===== config.mk =====
export PLATFORM = sky130hd
export DESIGN_NAME = bus_rr_arbiter_flat
export DESIGN_NICKNAME = d
export VERILOG_FILES = /design/src/rtl/bus_rr_arbiter_if.sv /design/src/rtl/bus_rr_arbiter.sv /design/src/flat_wrapper.sv
export SDC_FILE = /design/constraint.sdc
export NUM_CORES = 1
export LEC_CHECK = 0
export ABC_CLOCK_PERIOD_IN_PS = 3800
export CAP_MARGIN = 10
export CELL_PAD_IN_SITES_DETAIL_PLACEMENT = 1
export CELL_PAD_IN_SITES_GLOBAL_PLACEMENT = 1
export CORE_MARGIN = 2
export CORE_UTILIZATION = 35
export CTS_BUF_LIST = sky130_fd_sc_hd__clkbuf_8
export CTS_CLUSTER_DIAMETER = 200
export DETAILED_ROUTE_END_ITERATION = 10
export GPL_TIMING_DRIVEN = 1
export HOLD_SLACK_MARGIN = 0.12
export PLACE_DENSITY_LB_ADDON = 0.1
export SETUP_SLACK_MARGIN = 0.4
export SKIP_CTS_REPAIR_TIMING = 1
export SLEW_MARGIN = 20
export SYNTH_ARGS = -nofsm -noshare
export SYNTH_HDL_FRONTEND = slang
export SYNTH_SLANG_ARGS = --single-unit

===== constraint.sdc =====
create_clock -name clk -period 3.8 [get_ports clk]
set_input_delay 0.38 -clock clk [delete_from_list [all_inputs] [get_ports clk]]
set_output_delay 0.38 -clock clk [all_outputs]
set_load 0.02 [all_outputs]

===== src/rtl/bus_rr_arbiter_if.sv =====
// Transmit-FIFO heads and receive strobes between the shared-bus devices and the arbiter.
interface bus_rr_arbiter_if #(
    parameter int devices = 4,
    parameter int width   = 16
);
    logic [devices-1:0]       pndng;
    logic [devices*width-1:0] D_pop;
    logic [devices-1:0]       pop;
    logic [devices-1:0]       push;
    logic [width-1:0]         D_push;
    logic [7:0]               grant_id;
    logic                     busy;
    logic [15:0]              drop_cnt;

    modport master (
        input  pndng, D_pop,
        output pop, push, D_push, grant_id, busy, drop_cnt
    );

    modport slave (
        output pndng, D_pop,
        input  pop, push, D_push, grant_id, busy, drop_cnt
    );
endinterface


===== src/rtl/bus_rr_arbiter.sv =====
// Round-robin arbiter/router: pops one word from a granted device FIFO and pushes it
// to the addressed device (or all other devices on broadcast).
//
// state   | meaning
// IDLE    | waiting for any pndng; picks next source from rr_ptr
// GRANT   | pop strobe to source, word latched into D_push
// DELIVER | push strobe(s) to destination(s) or drop; rr_ptr advances
module bus_rr_arbiter #(
    parameter int         devices   = 4,
    parameter int         width     = 16,
    parameter logic [7:0] broadcast = 8'hFF
) (
    input logic         clk,
    input logic         rst_n,
    bus_rr_arbiter_if.master bus
);

    typedef enum logic [1:0] {IDLE, GRANT, DELIVER} state_t;

    state_t             state_q, state_d;
    logic [7:0]         src_q, src_d;
    logic [7:0]         rr_ptr_q, rr_ptr_d;
    logic [width-1:0]   d_push_q, d_push_d;
    logic [15:0]        drop_cnt_q, drop_cnt_d;
    logic [devices-1:0] pop, push;
    logic [devices-1:0] src_onehot;
    logic [7:0]         dest;
    logic [7:0]         pick;
    logic               pick_vld;
    logic [8:0]         idx;

    assign dest       = d_push_q[width-1 -: 8];
    assign src_onehot = devices'(1) << src_q;

    // Downward scan so the smallest offset from rr_ptr is the last (winning) assignment.
    always_comb begin
        pick     = '0;
        pick_vld = 1'b0;
        idx      = '0;
        for (int k = devices - 1; k >= 0; k--) begin
            idx = {1'b0, rr_ptr_q} + 9'(k);
            if (idx >= 9'(devices)) idx = idx - 9'(devices);
            if (|(bus.pndng & (devices'(1) << idx))) begin
                pick     = idx[7:0];
                pick_vld = 1'b1;
            end
        end
    end

    always_comb begin
        state_d    = state_q;
        src_d      = src_q;
        rr_ptr_d   = rr_ptr_q;
        d_push_d   = d_push_q;
        drop_cnt_d = drop_cnt_q;
        pop        = '0;
        push       = '0;
        case (state_q)
            IDLE: begin
                if (pick_vld) begin
                    src_d   = pick;
                    state_d = GRANT;
                end
            end
            GRANT: begin
                pop      = src_onehot;
                d_push_d = width'(bus.D_pop >> (32'(src_q) * width));
                state_d  = DELIVER;
            end
            DELIVER: begin
                if (dest < 8'(devices) && dest != src_q) begin
                    push = devices'(1) << dest;
                end else if (dest == broadcast) begin
                    push = ~src_onehot;
                end else if (drop_cnt_q != 16'hFFFF) begin
                    drop_cnt_d = drop_cnt_q + 16'd1;
                end
                rr_ptr_d = (src_q == 8'(devices - 1)) ? 8'd0 : src_q + 8'd1;
                state_d  = IDLE;
            end
            default: state_d = IDLE;
        endcase
    end

    always_ff @(posedge clk or negedge rst_n) begin
        if (!rst_n) begin
            state_q    <= IDLE;
            src_q      <= '0;
            rr_ptr_q   <= '0;
            d_push_q   <= '0;
            drop_cnt_q <= '0;
        end else begin
            state_q    <= state_d;
            src_q      <= src_d;
            rr_ptr_q   <= rr_ptr_d;
            d_push_q   <= d_push_d;
            drop_cnt_q <= drop_cnt_d;
        end
    end

    assign bus.pop      = pop;
    assign bus.push     = push;
    assign bus.D_push   = d_push_q;
    assign bus.grant_id = src_q;
    assign bus.busy     = (state_q != IDLE);
    assign bus.drop_cnt = drop_cnt_q;

endmodule


===== src/flat_wrapper.sv =====
// flat-port wrapper written by rule: the top's interface ports become plain ports
module bus_rr_arbiter_flat 
#(
    parameter int         devices   = 4,
    parameter int         width     = 16,
    parameter logic [7:0] broadcast = 8'hFF
)
  (clk, rst_n, bus_pndng, bus_D_pop, bus_pop, bus_push, bus_D_push, bus_grant_id, bus_busy, bus_drop_cnt);
  bus_rr_arbiter_if #(.devices(devices), .width(width)) bus_i ();
  input logic clk;
  input logic rst_n;
  input wire logic [$bits(bus_i.pndng)-1:0] bus_pndng;
  input wire logic [$bits(bus_i.D_pop)-1:0] bus_D_pop;
  output wire logic [$bits(bus_i.pop)-1:0] bus_pop;
  output wire logic [$bits(bus_i.push)-1:0] bus_push;
  output wire logic [$bits(bus_i.D_push)-1:0] bus_D_push;
  output wire logic [$bits(bus_i.grant_id)-1:0] bus_grant_id;
  output wire logic [$bits(bus_i.busy)-1:0] bus_busy;
  output wire logic [$bits(bus_i.drop_cnt)-1:0] bus_drop_cnt;
  assign bus_i.pndng = bus_pndng;
  assign bus_i.D_pop = bus_D_pop;
  assign bus_pop = bus_i.pop;
  assign bus_push = bus_i.push;
  assign bus_D_push = bus_i.D_push;
  assign bus_grant_id = bus_i.grant_id;
  assign bus_busy = bus_i.busy;
  assign bus_drop_cnt = bus_i.drop_cnt;
  bus_rr_arbiter #(.devices(devices), .width(width), .broadcast(broadcast)) u_core (.clk(clk), .rst_n(rst_n), .bus(bus_i));
endmodule

==> results.tsv <==
stage	metric	value	unit
sta	rsz0062_at_grt	false	
sta	setup_viol	0	
finish	n_antenna_cell	0	
critical_path	crit_arrival	2790	ps
sta	finalSetupTns	0	ps
power_and_ir_drop	p_clk_frac	0.126	
power_and_ir_drop	seq_power_share	0.276	
clock_network	clockBufferDepth	2	
critical_path	startpoint	u_core.bus.grant_id[2]	
worst_hold_path	hp-class	reg2reg	
critical_path	rrSetupSlack	720	ps
routing	met3_wirelength	705	um
finish	layout-drive-gt1-share	0.08316	
power_and_ir_drop	netSwitchingPower	1.384	mW
critical_path	cp.required	3420	ps
floorplan	die_w	104.8	um
synthesis	ys_warn_count	0	
grt	overflow	0	
clock_network	cts_tree	yes	
routing	first_pass_iters	6	
critical_path	path_max_fanout	12	
critical_path	end_kind	primary output	
run_status	status	finished clean	
routing	drc	0	
sta	relSlewSlack	0.6073	
power_and_ir_drop	irDropWorstVdd	0.2580	mV
clock_network	clk_pin_slew	100	ps
routing	avgRoutedWirePerCell	16.14	um
synthesis	synth_cell_types	47	
finish	fin_cells	614	
power_and_ir_drop	power_density	651.0	nW/um^2
place	hpwl	7.871	mm
routing	vias	3121	
place	portBuffers	118	
finish	layout_common_cells	117 x clkdlybuf4s50_1, 59 x nand2_1, 50 x dfrtp_1	
floorplan	pin_count	119	
synthesis	avgSynthCellArea	9.696	um^2
synthesis	ys_seq_area_frac	0.3516	
clock_network	cts_max_level	2	
routing	drt_iter0_drc	121	
power_and_ir_drop	p_int	1.853	mW
place	gp_congestion	0.7857	
power_and_ir_drop	p_comb_frac	0.598	
critical_path	reg2reg_depth	10	
sta	skew	15.28	ps
routing	wl_met1	4.322	mm
critical_path	start_kind	flop	
critical_path	regToRegEndpoint	u_core.bus.grant_id[1]	
worst_hold_path	hold_end	u_core.bus.drop_cnt[12]	
synthesis	syn_nets	453	
finish	fin_nets	566	
finish	area_growth	39.77	%
sta	whs	497.1	ps
clock_network	cts.sink_count	50	
power_and_ir_drop	leakage	2.077	nW
job	drv_cap	0	
worst_hold_path	hold_start	u_core.bus.drop_cnt[12]	
grt	grt_use_total	0.1917	
sta	finalWorstSetupSlack	632.7	ps
finish	postLayoutCellArea	4974	um^2
synthesis	synthesis.area	3558	um^2
sta	final.min_clock_period	3167	ps
grt	grt_antenna_before_repair	0	
synthesis	async_flop_share	1.000	
floorplan	core_area	9819	um^2
finish	final_common_cell	clkdlybuf4s50_1	
floorplan	num_rows	36	
sta	tightest_slew	587.8	ps
synthesis	ys_ff_latch	50	
clock_network	clk_latency	310	ps
grt	grt_pass1_wl	17.15	mm
worst_hold_path	min_path_cells	1	
sta	fin_crit_sh	0.8335	
synthesis	syn_inst	367	
routing	ant_nets	0	
routing	met2_length	4.794	mm
grt	grt_start_max_net_pins	38	
routing	wl	9.908	mm
place	post-place-ws	747.9	ps
routing	top_layer	met4	
sta	fmax	315.7	MHz
clock_network	root_buffer	clkbuf_8	
place	place_inst	605	
power_and_ir_drop	netSwitchingFraction	0.4276	
synthesis	synth_ff_type	dfrtp_1	
clock_network	cts_buffers	5	
routing	avgViaCountPerCell	5.083	
sta	hold_viol	0	
critical_path	worstSetupPathType	reg2out	
synthesis	netlist_top_cells_area	dfrtp_1 35%, mux4_2 11%, nand2_1 6.2%	
synthesis	synth_top_area_cell	dfrtp_1	
floorplan	die-area	10990	um^2
synthesis	synth_top_area_frac	0.3516	
floorplan	die_h	104.8	um
floorplan	initial_core_util	0.3624	
synthesis	synth_edf_count	0	
grt	grt_pass1_vias	3425	
finish	fillers	1162	
sta	maxSlewViolCount	0	
place	placed_cell_area	4842	um^2
critical_path	r2r-start	u_core.rr_ptr_q[2]	
-- power groups by stage --
stage	Clock, mW	Sequential (mW)	Combinational (mW)
6_report	0.407	0.894	1.94
4_1_cts	0.417	0.898	1.96
3_5_place_dp	0	0.904	1.95
3_3_place_gp	0	0.899	1.90
2_1_floorplan	0	0.989	1.20
5_1_grt	0.443	0.934	2.16
-- per-layer routing --
metal,global-route usage,vias to the layer above
met5,0,-
met4,0.03810,0
met3,0.05739,6
met2,0.3251,96
met1,0.2427,1499
li1,-,1520
-- area by class of cell --
cell class,count,area (um^2),area share
clock buffer,6,82.58,0.01660
clock inverter,2,38.79,0.007799
inverter,14,52.55,0.01057
multi-input combinational,284,2151,0.4325
sequential,50,1251,0.2516
tap,133,166.4,0.03346
timing repair buffer,125,1231,0.2475
-- sequential cells by signal (all words and copies together) (netlist names) --
signal               count
u_core.bus.D_push       16
u_core.bus.drop_cnt     16
u_core.bus.grant_id      8
u_core.rr_ptr_q          8
u_core.state_q           2
-- worst max-delay path, stage by stage (launching register included) --
cell and delay, ps:
dfrtp_1 600, xor2_1 180, nor4_1 60, a211o_2 370
or3_1 340, o21a_1 180, nor2_1 130, clkdlybuf4s50_1 620
-- stage by stage --
step	power, mW	util
global placement	2.797	0.4931
CTS	3.276	0.5055
global route	3.541	0.5065
finish	3.238	0.5065
floorplan	2.191	-
detailed placement	2.856	0.4931
-- Yosys cell counts, types with 3 or more instances --
cell      number
dfrtp_1       50
and3_1         3
nand3_1       14
nand2_1       59
buf_4          4
mux2i_1        5
ha_1          16
xor2_1        18
clkbuf_1      10
a21oi_1        9
o211ai_1       3
nor2_1        20
mux4_2        18
xnor2_1       21
and2_1         8
nor4_1         4
nand2b_1       6
nand4_1        9
inv_1         14
nor2b_1        3
nand3b_1       4
nor3_1         7
o21ai_0       29
-- worst max path at each step --
stage	end	slack (ps)	depth (start not counted)
final	bus_push[2]	630	7
after global routing	bus_push[2]	450	7
after CTS	bus_push[2]	590	7
after detailed placement	u_core.bus.grant_id[1]	750	9
after global placement	u_core.bus.grant_id[1]	850	10
after floorplan	u_core.bus.grant_id[1]	1120	9
-- kinds of logic after synthesis --
logic type	count (synthesis)	share of synthesized area
xor+xnor	40	0.1027
compound gates	55	0.09458
buf+inv	33	0.04395
simple gates	145	0.1976
mux	28	0.1533
flops	50	0.3516
fa+ha+maj	16	0.05626
Note: power is estimated with default switching activity, not from simulation.
